--- src/rtl/pipe_ctrl_pkg.sv ---
// rtl/pipe_ctrl_pkg.sv - shared types and constants for the pipeline sequencer
//
// Contents:
//   state_t      sequencer state encoding
//   REG_ZERO     architectural zero register index
//   DEF_TIMEOUT  default memory watchdog limit (cycles)
//   DEF_CNT_W    default stall counter width
package pipe_ctrl_pkg;

    typedef enum logic [1:0] {
        S_IDLE     = 2'd0,
        S_RUN      = 2'd1,
        S_MEM_WAIT = 2'd2,
        S_ERR      = 2'd3
    } state_t;

    localparam logic [4:0] REG_ZERO    = 5'd0;
    localparam int         DEF_TIMEOUT = 64;
    localparam int         DEF_CNT_W   = 16;

endpackage

--- src/rtl/pipeline_ctrl_hazard_detect.sv ---
// rtl/pipeline_ctrl_hazard_detect.sv - load-use hazard comparator
//
// Ports:
//   idex_memrd_i  ID/EX holds a load
//   idex_rt_i     load destination register
//   ifid_rs_i     IF/ID first source register
//   ifid_rt_i     IF/ID second source register
//   load_use_o    instruction in ID needs the load result that is still in EX
module hazard_detect
    import pipe_ctrl_pkg::*;
(
    input  logic       idex_memrd_i,
    input  logic [4:0] idex_rt_i,
    input  logic [4:0] ifid_rs_i,
    input  logic [4:0] ifid_rt_i,
    output logic       load_use_o
);

    // A load into the zero register never produces a dependency.
    assign load_use_o = idex_memrd_i
                      && (idex_rt_i != REG_ZERO)
                      && ((idex_rt_i == ifid_rs_i) || (idex_rt_i == ifid_rt_i));

endmodule

--- src/rtl/pipeline_ctrl.sv ---
// rtl/pipeline_ctrl.sv - pipeline register / PC sequencer with stall arbitration
//
// Ports:
//   clk_i, rst_i                 clock, synchronous active-low reset
//   start_i                      run enable
//   idex_memrd_i, idex_rt_i      load in EX and its destination
//   ifid_rs_i, ifid_rt_i         sources of the instruction in ID
//   branch_taken_i, jump_i       control transfer resolved in ID
//   exmem_memrd_i/_memwr_i       memory op in MEM stage
//   mem_ack_i                    data memory completion
//   mem_req_o                    data memory request
//   pc_we_o, ifid_we_o           PC / IF/ID write enables
//   ifid_flush_o                 IF/ID clear
//   idex_bubble_o                ID/EX NOP insert
//   exmem_we_o                   EX/MEM and ID/EX write enable
//   memwb_bubble_o               MEM/WB NOP insert
//   err_o                        memory timeout error (sticky until reset)
//   stall_cnt_o                  saturating stalled-cycle count
module pipeline_ctrl
    import pipe_ctrl_pkg::*;
#(
    parameter int TIMEOUT = DEF_TIMEOUT,
    parameter int CNT_W   = DEF_CNT_W
) (
    input  logic             clk_i,
    input  logic             rst_i,
    input  logic             start_i,
    input  logic             idex_memrd_i,
    input  logic [4:0]       idex_rt_i,
    input  logic [4:0]       ifid_rs_i,
    input  logic [4:0]       ifid_rt_i,
    input  logic             branch_taken_i,
    input  logic             jump_i,
    input  logic             exmem_memrd_i,
    input  logic             exmem_memwr_i,
    input  logic             mem_ack_i,
    output logic             mem_req_o,
    output logic             pc_we_o,
    output logic             ifid_we_o,
    output logic             ifid_flush_o,
    output logic             idex_bubble_o,
    output logic             exmem_we_o,
    output logic             memwb_bubble_o,
    output logic             err_o,
    output logic [CNT_W-1:0] stall_cnt_o
);

    // Wait counter only needs to reach TIMEOUT-1: the cycle at that value
    // is the last MEM_WAIT cycle before ERR.
    localparam int               WAIT_W    = (TIMEOUT > 1) ? $clog2(TIMEOUT) : 1;
    localparam logic [WAIT_W-1:0] WAIT_LAST = WAIT_W'(TIMEOUT - 1);

    state_t            state;
    state_t            state_next;
    logic [WAIT_W-1:0] wait_cnt;
    logic              load_use;
    logic              mem_op;
    logic              run_flow;

    assign mem_op = exmem_memrd_i | exmem_memwr_i;

    hazard_detect u_hazard_detect (
        .idex_memrd_i (idex_memrd_i),
        .idex_rt_i    (idex_rt_i),
        .ifid_rs_i    (ifid_rs_i),
        .ifid_rt_i    (ifid_rt_i),
        .load_use_o   (load_use)
    );

    always_ff @(posedge clk_i) begin
        if (!rst_i) begin
            state       <= S_IDLE;
            wait_cnt    <= '0;
            stall_cnt_o <= '0;
        end else begin
            state <= state_next;

            if (state == S_MEM_WAIT && state_next == S_MEM_WAIT) begin
                wait_cnt <= wait_cnt + WAIT_W'(1);
            end else begin
                wait_cnt <= '0;
            end

            if ((state == S_RUN || state == S_MEM_WAIT) && !pc_we_o
                && stall_cnt_o != {CNT_W{1'b1}}) begin
                stall_cnt_o <= stall_cnt_o + CNT_W'(1);
            end
        end
    end

    always_comb begin
        state_next     = state;
        run_flow       = 1'b0;
        mem_req_o      = 1'b0;
        pc_we_o        = 1'b0;
        ifid_we_o      = 1'b0;
        ifid_flush_o   = 1'b0;
        idex_bubble_o  = 1'b0;
        exmem_we_o     = 1'b0;
        memwb_bubble_o = 1'b0;
        err_o          = 1'b0;

        case (state)
            S_IDLE: begin
                idex_bubble_o  = 1'b1;
                memwb_bubble_o = 1'b1;
                if (start_i) begin
                    state_next = S_RUN;
                end
            end
            S_RUN: begin
                mem_req_o = mem_op;
                if (mem_op && !mem_ack_i) begin
                    // Freeze outranks load-use and flush; a pending branch
                    // stays in ID and is re-evaluated after the release.
                    memwb_bubble_o = 1'b1;
                    state_next     = S_MEM_WAIT;
                end else begin
                    run_flow = 1'b1;
                    if (!start_i) begin
                        state_next = S_IDLE;
                    end
                end
            end
            S_MEM_WAIT: begin
                mem_req_o = 1'b1;
                if (mem_ack_i) begin
                    // Release in the ack cycle itself: behaves as a RUN cycle.
                    run_flow   = 1'b1;
                    state_next = start_i ? S_RUN : S_IDLE;
                end else begin
                    memwb_bubble_o = 1'b1;
                    if (TIMEOUT != 0 && wait_cnt == WAIT_LAST) begin
                        state_next = S_ERR;
                    end
                end
            end
            S_ERR: begin
                idex_bubble_o  = 1'b1;
                memwb_bubble_o = 1'b1;
                err_o          = 1'b1;
            end
            default: begin
                state_next = S_IDLE;
            end
        endcase

        if (run_flow) begin
            exmem_we_o = 1'b1;
            if (load_use) begin
                idex_bubble_o = 1'b1;
            end else begin
                pc_we_o      = 1'b1;
                ifid_we_o    = 1'b1;
                ifid_flush_o = branch_taken_i | jump_i;
            end
        end
    end

endmodule

--- config.mk ---
export PLATFORM = sky130hd
export DESIGN_NAME = pipeline_ctrl
export DESIGN_NICKNAME = d
export VERILOG_FILES = /design/src/rtl/pipe_ctrl_pkg.sv /design/src/rtl/pipeline_ctrl_hazard_detect.sv /design/src/rtl/pipeline_ctrl.sv
export SDC_FILE = /design/constraint.sdc
export NUM_CORES = 1
export LEC_CHECK = 0
export ABC_AREA = 1
export BUFFER_PORTS_ARGS = -buffer_cell sky130_fd_sc_hd__buf_2
export CAP_MARGIN = 20
export CELL_PAD_IN_SITES_DETAIL_PLACEMENT = 1
export CELL_PAD_IN_SITES_GLOBAL_PLACEMENT = 1
export CORE_AREA = 8 8 85 87
export CTS_BUF_LIST = sky130_fd_sc_hd__clkbuf_8
export CTS_CLUSTER_DIAMETER = 50
export DETAILED_ROUTE_END_ITERATION = 10
export DIE_AREA = 0 0 93 95
export PLACE_DENSITY = 0.65
export SKIP_CTS_REPAIR_TIMING = 1
export SLEW_MARGIN = 10
export SYNTH_ARGS = -nofsm -noshare
export SYNTH_HDL_FRONTEND = slang
export SYNTH_HIERARCHICAL = 1
export SYNTH_SLANG_ARGS = --single-unit
--- constraint.sdc ---
create_clock -name clk_i -period 4.84 [get_ports clk_i]
set_input_delay 0.726 -clock clk_i [delete_from_list [all_inputs] [get_ports clk_i]]
set_output_delay 0.726 -clock clk_i [all_outputs]
set_load 0.02 [all_outputs]
==> flow_summary_export.csv, run 1 <==
group,metric,value,unit
global_routing,grt_overflow,0,
route,drtIter0Drc,35,
final_layout,drive_above_1_share,0.223,
critical_path,crit_top_cell,"buf_2",
placed_design,port-buffer-count,47,
floorplanning,initial_core_util,0.294,
synthesis,synth.most_common_cell,"nand2_1",
synthesis,yosysUniqueCellTypes,24,
pwr,pwr-share-comb,0.228,
synthesis,synth_area_leader_cell,"dfxtp_1",
critical_path,cp_max_fo,3,
hold_path,min_path_type,"register to register",
synthesis,ys_seq_area_frac,0.281,
global_routing,grt_pass1_vias,1886,
synthesis,synth-seq-cells,24,
timing,fin_skew,0.00216,ns
floorplanning,core,5820,sq um
clocking,cts_tree,"done",
pwr,p_clk_frac,0.357,
timing,slew_headroom,0.584,
run,drv_cap,0,
clocking,clock-root-buffer,"clkbuf_8",
pwr,peakVddDrop,100,uV
hold_path,hold_depth,1,
clocking,cts.clk_slew.worst_paths,0.09,ns
floorplanning,num_io_pins,48,
floorplanning,design.die.area,8840,sq um
pwr,p_leak,0.944,nW
timing,final_hold_viol_count,0,
critical_path,cp-end-kind,"output pin",
clocking,cts_buffers,3,
critical_path,path_delay_family,"buffers and inverters",
synthesis,synth_common_cells,"84 x nand2_1, 33 x nor2_1, 30 x inv_1",
floorplanning,rows,28,
synthesis,synth_top_area_frac,0.281,
critical_path,worstPathRequired,4.11,ns
pwr,internal_power,0.000350,W
pwr,net-switching-power,0.000154,W
timing,finalCriticalPeriod,2.52,ns
status,status,"complete, no violations",
synthesis,yosys-top-cells-area,"dfxtp_1 28%, nand2_1 18%, nor2_1 7.3%",
route,wl,4.89,mm
final_layout,nNetsFinal,345,
timing,setup_viol,0,
timing,min_period_over_period,0.521,
critical_path,arrival,1.80,ns
global_routing,track_usage,0.118,
hold_path,hold_end,"wait_cnt[0]",
final_layout,diodes,0,
critical_path,slowest_delay,0.19,ns
timing,fmax,0.396,GHz
synthesis,async_flop_share,0,
floorplanning,die_w,93,microns
synthesis,synth_flop_cell,"dfxtp_1",
synthesis,synth_area,1710,sq um
critical_path,worst_path_max_delay_cell,"buf_2",
final_layout,synthToLayoutAreaGrowth,21.9,%
route,vias_per_cell,4.62,
route,drtPass1Iterations,4,
timing,tns,0,ns
synthesis,syn_nets,296,
clocking,htree_levels,1,
placed_design,post_dp_cell_area,2010,sq um
pwr,seqPwrFrac,0.415,
timing,rsz0062_at_grt,"false",
synthesis,yosysWarnings,6,
clocking,cts.path.max_buffers,2,
route,antenna_left,0,
clocking,insertion_delay,0.27,ns
final_layout,stdcell_area,2080,sq um
synthesis,syn_area_per_cell,6.42,sq um
critical_path,path_buf_inv,3,
timing,tightest_slew,0.623,ns
critical_path,startpoint_type,"input pin",
critical_path,critical_path_class,"input pin to output pin",
global_routing,grt_max_degree,17,
placed_design,dp_hpwl,4.02,mm
synthesis,synth-edff-count,0,
critical_path,r2r_slack,2.94,ns
route,drc,0,
placed_design,globalplace.congestion,0.804,
synthesis,netlist_instances,266,
critical_path,r2r-end,"stall_cnt_o[15]",
pwr,powerDensity,242,nW/um^2
route,vias,1798,
timing,maxSlewViolCount,0,
route,post_drt_wl_per_cell,12.6,microns
critical_path,crit_chain,"buf_2 -> xor2_1 -> nor2_1 -> nand3_1 -> a21oi_2 -> inv_1 -> o21ai_0 -> buf_2",
floorplanning,die_y,95,microns
critical_path,rr_worst_depth,9,
pwr,swShare,0.305,
clocking,cts_num_sinks,24,
critical_path,cp-startpoint,"idex_rt_i[0]",
critical_path,r2r_start,"state[0]",
hold_path,hold_start,"wait_cnt[0]",
global_routing,grt_pass1_wl,8.54,mm
global_routing,antenna_found_initial,0,
-- per-stage QoR --
stage	util	power [W]	hold WS (ns)	instances	setup WS, ns
final	0.358	0.000504	0.454	389	2.32
after global routing	0.358	0.000537	0.483	389	2.11
after CTS	0.358	0.000514	0.460	389	2.29
after detailed placement	0.346	0.000333	0.438	385	2.31
after global placement	0.346	0.000330	0.431	385	2.32
after floorplan	-	0.000293	0.418	266	2.28
-- cell type report --
| type | instances | area (sq um) |
|---|---|---|
| Sequential cell | 24 | 480 |
| Clock buffer | 3 | 41.3 |
| Multi-Input combinational cell | 205 | 1070 |
| Timing Repair Buffer | 47 | 235 |
| Tap cell | 75 | 93.8 |
| Clock inverter | 1 | 30.0 |
| Inverter | 34 | 128 |
| Fill cell | 806 | 3730 |
-- power by group through the flow --
stage                     registers [W]  logic (W)  clock network (W)
after floorplan                0.000216  0.0000773                  0
after global placement         0.000213   0.000117                  0
after detailed placement       0.000214   0.000119                  0
after CTS                      0.000209   0.000119           0.000186
after global routing           0.000211   0.000131           0.000195
final                          0.000209   0.000115           0.000180
-- state kept, by name, summed over array words and instances (netlist names) --
signal,count
state,2
stall_cnt_o,16
wait_cnt,6
-- how the worst max path moves through the flow --
stage | end | slack (ns) | cells past startpoint
after global placement | idex_bubble_o | 2.32 | 8
after CTS | ifid_flush_o | 2.29 | 9
final | idex_bubble_o | 2.32 | 8
after floorplan | pc_we_o | 2.28 | 8
after global routing | ifid_flush_o | 2.11 | 9
after detailed placement | idex_bubble_o | 2.31 | 8
-- cell families (layout without fill, tap and decap cells) --
family                     count (synthesis)  after routing  share of synthesized area
and+or+nand+nor                          154            154                      0.395
xor gates and xnor gates                  17             17                     0.0872
DFF                                       24             24                      0.281
AOI/OAI and AO/OA                         28             28                      0.103
adders and majority gates                  6              6                     0.0440
buffers and inverters                     37             85                     0.0901
-- cells in the final DEF (no fill, tap or decap) --
master,count
a21oi_1,13
a21oi_2,5
a31oi_4,1
buf_2,47
bufinv_16,1
clkbuf_8,3
dfxtp_1,24
ha_1,6
inv_1,30
inv_2,4
nand2_1,84
nand2_2,3
nand2_4,1
nand3_1,21
nand3_4,1
nand3b_1,1
nand4_1,4
nor2_1,33
nor2_2,1
nor2_4,3
nor3_1,2
o21ai_0,9
xnor2_1,11
xor2_1,6
-- routing by layer --
| metal | GRT usage | wire length, microns |
|---|---|---|
| met5 | 0 | 0 |
| met4 | 0.0282 | 39 |
| met3 | 0.0206 | 167 |
| met2 | 0.228 | 2540 |
| met1 | 0.130 | 2140 |
No activity file was read; power rests on OpenSTA's default activity.
==> inputs of run 2 (changes only) <==
Settings changed: ABC_AREA 1 to 0, CORE_AREA 8 8 85 87 to 8 8 82 84, DIE_AREA 0 0 93 95 to 0 0 90 92.
Clock period 4.84 ns to 2.15 ns, I/O delays scaled along.
==> run 2 against run 1 <==
Combinational power increased by 140%. Sequential share of layout area decreased by 0.22 points. Core utilization increased by 3.3 points. Via count decreased by 10%. Setup slack got worse by 2.2 ns. Final area increased by 1.5%. Power increased by 130%. Clock power increased by 120%. First-iteration DRC count increased by 23%. Critical path type is now input pin to register.
==> flow_summary_export.csv, run 2 <==
group,metric,value,unit
route,vias_per_cell,5.07,
final_layout,fill_cells,667,
critical_path,critical_path_class,"input pin to register",
pwr,p_leak,0.840,nW
route,drc,0,
critical_path,worstPathRequired,2.31,ns
floorplanning,rows,27,
global_routing,grt_pass1_vias,1692,
timing,final_hold_viol_count,0,
synthesis,yosysWarnings,6,
final_layout,diodes,0,
synthesis,synth_compound_area_frac,0.149,
floorplanning,initial_core_util,0.294,
timing,fmax,0.488,GHz
timing,slew_headroom,0.749,
route,antenna_left,0,
timing,tightest_slew,0.371,ns
final_layout,nNetsFinal,277,
final_layout,largest_registers,"stall_cnt_o: 16 flops, wait_cnt: 6 flops, state: 2 flops",
pwr,powerDensity,538,nW/um^2
floorplanning,design.die.area,8280,sq um
critical_path,cp_max_fo,5,
synthesis,async_flop_share,0,
final_layout,drive_above_1_share,0.341,
run,drv_cap,0,
critical_path,startpoint_type,"input pin",
clocking,clock-root-buffer,"clkbuf_8",
timing,setup_viol,0,
synthesis,ys_seq_area_frac,0.303,
floorplanning,die_y,92,microns
synthesis,synth-adder-area-share,0.0473,
floorplanning,die_w,90,microns
synthesis,synth_flop_cell,"dfxtp_1",
placed_design,globalplace.congestion,0.710,
floorplanning,num_io_pins,48,
synthesis,synth-edff-count,0,
synthesis,yosys-top-cells-area,"dfxtp_1 30%, mux2i_1 5.7%, ha_1 4.7%",
global_routing,grt_pass1_wl,7.96,mm
route,drtPass1Iterations,4,
global_routing,track_usage,0.110,
timing,maxSlewViolCount,0,
clocking,cts.path.max_buffers,2,
synthesis,synth_top_family_by_area,"simple AND/OR/NAND/NOR gates",
final_layout,stdcell_area,2110,sq um
final_layout,largest_register_ffs,16,
hold_path,min_path_type,"register to register",
clocking,cts_buffers,3,
route,post_drt_wl_per_cell,14.2,microns
synthesis,yosys.area_share.simple,0.316,
clocking,insertion_delay,0.27,ns
placed_design,post_dp_cell_area,1990,sq um
clocking,cts_tree,"done",
timing,finalCriticalPeriod,2.05,ns
synthesis,synth_xor_xnor_area_share,0.0772,
global_routing,grt_max_degree,21,
timing,rsz0062_at_grt,"true",
synthesis,netlist_instances,186,
placed_design,dp_hpwl,3.62,mm
synthesis,synth_common_cells,"24 x dfxtp_1, 17 x nand2_1, 13 x nand3_1",
global_routing,grt_overflow,0,
synthesis,syn_nets,216,
pwr,peakVddDrop,312,uV
placed_design,port-buffer-count,47,
critical_path,cp-end-kind,"register",
route,wl,4.51,mm
synthesis,yosysUniqueCellTypes,47,
status,status,"complete, no violations",
final_layout,layout_common_cells,"44 x buf_2, 22 x dfxtp_1, 19 x buf_4",
synthesis,synth.most_common_cell,"dfxtp_1",
critical_path,arrival,2.21,ns
route,vias,1611,
final_layout,synthToLayoutAreaGrowth,33.1,%
clocking,cts_num_sinks,24,
synthesis,synth_area,1590,sq um
final_layout,final_common_cell,"buf_2",
synthesis,synth_top_area_frac,0.303,
timing,min_period_over_period,0.954,
clocking,cts.clk_slew.worst_paths,0.09,ns
global_routing,antenna_found_initial,0,
floorplanning,core,5410,sq um
synthesis,synthMuxAreaShare,0.0567,
route,drtIter0Drc,43,
synthesis,synth-seq-cells,24,
synthesis,synth_area_leader_cell,"dfxtp_1",
synthesis,syn_area_per_cell,8.54,sq um
timing,fin_skew,0.00524,ns
final_layout,top_register,"stall_cnt_o",
final_layout,final_core_util,0.391,
clocking,htree_levels,1,
[run 2: cell type report]
| class | instances | area [sq um] | area share |
|---|---|---|---|
| clock buffers | 3 | 41.3 | 0.0195 |
| clock inverters | 1 | 30.0 | 0.0142 |
| inverters | 7 | 26.3 | 0.0124 |
| multi-input cells | 147 | 1070 | 0.506 |
| flip-flops and latches | 24 | 483 | 0.229 |
| well taps | 72 | 90.1 | 0.0426 |
| repair buffers | 64 | 374 | 0.177 |
[run 2: power breakdown]
| group | leakage [nW] | internal (W) | switching (W) |
|---|---|---|---|
| Sequential | 0.194 | 0.000454 | 0.0000133 |
| Combinational | 0.610 | 0.000120 | 0.000151 |
| Clock | 0.0357 | 0.000249 | 0.000150 |
[run 2: cell families after synthesis]
family	after synthesis
muxes	9
buffers and inverters	15
AOI/OAI and AO/OA	34
xor gates and xnor gates	14
adders and majority gates	6
and+or+nand+nor	84
DFF	24
[run 2: metrics by stage]
stage | hold WS (ns) | setup TNS (ns) | instances | power [W] | setup slack [ns]
floorplan | 0.432 | -0.253 | 186 | 0.000637 | -0.0518
global placement | 0.447 | -2.11 | 314 | 0.000732 | -0.171
detailed placement | 0.473 | -2.75 | 314 | 0.000736 | -0.218
CTS | 0.487 | -0.489 | 318 | 0.00113 | -0.180
global route | 0.515 | -0.0718 | 318 | 0.00120 | -0.0214
finish | 0.481 | 0 | 318 | 0.00114 | 0.0995
[run 2: metal layers]
metal | vias up | global-route usage | share of wire
met5 | - | 0 | 0
met4 | 0 | 0.0250 | 0.0051
met3 | 2 | 0.0285 | 0.043
met2 | 24 | 0.204 | 0.51
met1 | 774 | 0.124 | 0.44
li1 | 811 | - | -
[run 2: final timing paths]
path | from | endpoint | slack [ns] | cells past startpoint
setup / recovery | idex_rt_i[4] | stall_cnt_o[10] | 0.1 | 9
hold / removal | wait_cnt[0] | wait_cnt[0] | 0.48 | 1
setup reg to reg | state[0] | stall_cnt_o[4] | 0.24 | 7
hold reg to reg | wait_cnt[0] | wait_cnt[0] | 0.48 | 1
[run 2: worst max-delay path, stage by stage]
cell and delay (ns):
buf_2 0.12, or4_1 0.51, o21ai_2 0.15, a21oi_2 0.06
or4b_4 0.53, o211ai_2 0.16, buf_6 0.17, nor4_2 0.05
mux2i_1 0.13
==> inputs of run 3 (changes only) <==
Settings changed: RECOVER_POWER set to 50.
==> run 3 against run 2 <==
Via count unchanged. First-iteration DRC count shrank 4.7%. Power barely moved. Maximum frequency barely moved. Clock skew decreased by 0.00099 ns. Critical path type is now register to output pin. Sequential share of layout area grew 0.20 points. Highest routed layer unchanged. Worst hold slack improved by 0.00052 ns.
==> flow_summary_export.csv, run 3 (synthesis gave the netlist of run 2 again) <==
group,metric,value,unit
status,status,"complete, no violations",
route,vias_per_cell,5.07,
hold_path,hold_start,"wait_cnt[0]",
route,wl,4.51,mm
pwr,p_leak,0.774,nW
final_layout,top_register,"stall_cnt_o",
placed_design,placed_cells,314,
critical_path,slowest_delay,0.38,ns
final_layout,final_common_cell,"buf_2",
timing,maxSlewViolCount,0,
clocking,clock-root-buffer,"clkbuf_8",
critical_path,startpoint_type,"register",
timing,min_period_over_period,0.954,
critical_path,cp-end-kind,"output pin",
critical_path,r2r_start,"state[0]",
hold_path,min_path_type,"register to register",
clocking,cts_buffers,3,
global_routing,grt_overflow,0,
floorplanning,core,5410,sq um
placed_design,dp_slack,-0.218,ns
clocking,insertion_delay,0.27,ns
timing,rsz0062_at_grt,"true",
final_layout,largest_register_ffs,16,
floorplanning,die_y,92,microns
timing,fmax,0.487,GHz
route,antenna_left,0,
global_routing,track_usage,0.110,
critical_path,r2r_slack,0.24,ns
timing,finalWorstSetupSlack,0.0986,ns
floorplanning,design.die.area,8280,sq um
timing,fin_skew,0.00425,ns
global_routing,grt_max_degree,21,
critical_path,path_buf_inv,2,
critical_path,crit_top_cell,"nand2_1",
placed_design,dp_hpwl,3.62,mm
route,post_drt_wl_per_cell,14.2,microns
final_layout,layout_common_cells,"29 x buf_2, 22 x dfxtp_1, 19 x buf_4",
clocking,cts.clk_slew.worst_paths,0.09,ns
final_layout,nNetsFinal,277,
final_layout,drive_above_1_share,0.280,
hold_path,hold_depth,1,
critical_path,crit_chain,"inv_2 -> ha_4 -> or3b_4 -> nand2_1 -> nand2_1 -> nor3_2 -> buf_4",
timing,finalCriticalPeriod,2.05,ns
floorplanning,rows,27,
run,drv_cap,0,
route,vias,1611,
critical_path,cp_max_fo,6,
final_layout,diodes,0,
critical_path,worst_path_max_delay_cell,"or3b_4",
route,drtPass1Iterations,4,
floorplanning,initial_core_util,0.294,
clocking,cts_num_sinks,24,
critical_path,worstPathRequired,1.83,ns
placed_design,globalplace.congestion,0.710,
global_routing,grt_pass1_vias,1692,
floorplanning,die_w,90,microns
route,drtIter0Drc,41,
timing,slew_headroom,0.749,
final_layout,fill_cells,670,
clocking,htree_levels,1,
global_routing,antenna_found_initial,0,
final_layout,largest_registers,"stall_cnt_o: 16 flops, wait_cnt: 6 flops, state: 2 flops",
timing,setup_viol,0,
critical_path,r2r-end,"stall_cnt_o[4]",
hold_path,hold_end,"wait_cnt[0]",
floorplanning,num_io_pins,48,
placed_design,port-buffer-count,47,
critical_path,critical_path_class,"register to output pin",
route,drc,0,
critical_path,path_delay_family,"simple AND/OR/NAND/NOR gates",
critical_path,arrival,1.73,ns
clocking,cts.path.max_buffers,2,
clocking,cts_tree,"done",
timing,tightest_slew,0.371,ns
pwr,powerDensity,544,nW/um^2
timing,final_hold_viol_count,0,
pwr,peakVddDrop,313,uV
critical_path,rr_worst_depth,7,
global_routing,grt_pass1_wl,7.96,mm
final_layout,fin_cells,318,
final_layout,synthToLayoutAreaGrowth,31.9,%
-- run 3: how the worst max path moves through the flow --
stage / cells after the start / slack, ns / endpoint / startpoint
2_1_floorplan: 9 / -0.05 / stall_cnt_o[12] / idex_rt_i[1]
3_3_place_gp: 9 / -0.17 / stall_cnt_o[6] / idex_rt_i[4]
3_5_place_dp: 9 / -0.22 / stall_cnt_o[9] / idex_rt_i[4]
4_1_cts: 7 / -0.18 / ifid_flush_o / state[1]
5_1_grt: 7 / -0.02 / ifid_we_o / state[1]
6_report: 7 / 0.1 / ifid_flush_o / state[1]
-- run 3: final cells by class --
type | instances | area [sq um] | area share
inverters | 7 | 26.3 | 0.0125
clock buffers | 3 | 41.3 | 0.0197
repair buffers | 64 | 355 | 0.170
well taps | 72 | 90.1 | 0.0430
clock inverters | 1 | 30.0 | 0.0143
multi-input cells | 147 | 1070 | 0.510
flip-flops and latches | 24 | 483 | 0.231
-- run 3: through the flow --
stage | total power (W) | util | TNS (ns) | hold slack (ns) | cell area, sq um
2_1_floorplan | 0.000637 | - | -0.253 | 0.432 | 1600
3_3_place_gp | 0.000732 | 0.368 | -2.11 | 0.447 | 1990
3_5_place_dp | 0.000736 | 0.368 | -2.75 | 0.473 | 1990
4_1_cts | 0.00113 | 0.381 | -0.489 | 0.487 | 2060
5_1_grt | 0.00120 | 0.388 | -0.0718 | 0.515 | 2090
6_report | 0.00114 | 0.388 | 0 | 0.481 | 2090
-- run 3: worst reg2reg max path, delay by kind of cell, from the launching register on --
family	cells	cell delay, ns
AOI/OAI and AO/OA	3	0.62
DFF	1	0.39
and+or+nand+nor	1	0.39
buffers and inverters	2	0.24
adders and majority gates	1	0.22
-- run 3: per-layer routing --
metal | vias up | share of wire | GRT usage
met5 | - | 0 | 0
met4 | 0 | 0.0051 | 0.0250
met3 | 2 | 0.038 | 0.0285
met2 | 24 | 0.51 | 0.204
met1 | 774 | 0.45 | 0.124
li1 | 811 | - | -
-- run 3: where the power goes --
group	leakage (nW)	total [W]	internal, W	switching, W
clock	0.0357	0.000401	0.000249	0.000152
sequential	0.194	0.000468	0.000454	0.0000134
combinational	0.544	0.000270	0.000119	0.000151
total	0.774	0.00114	0.000822	0.000316
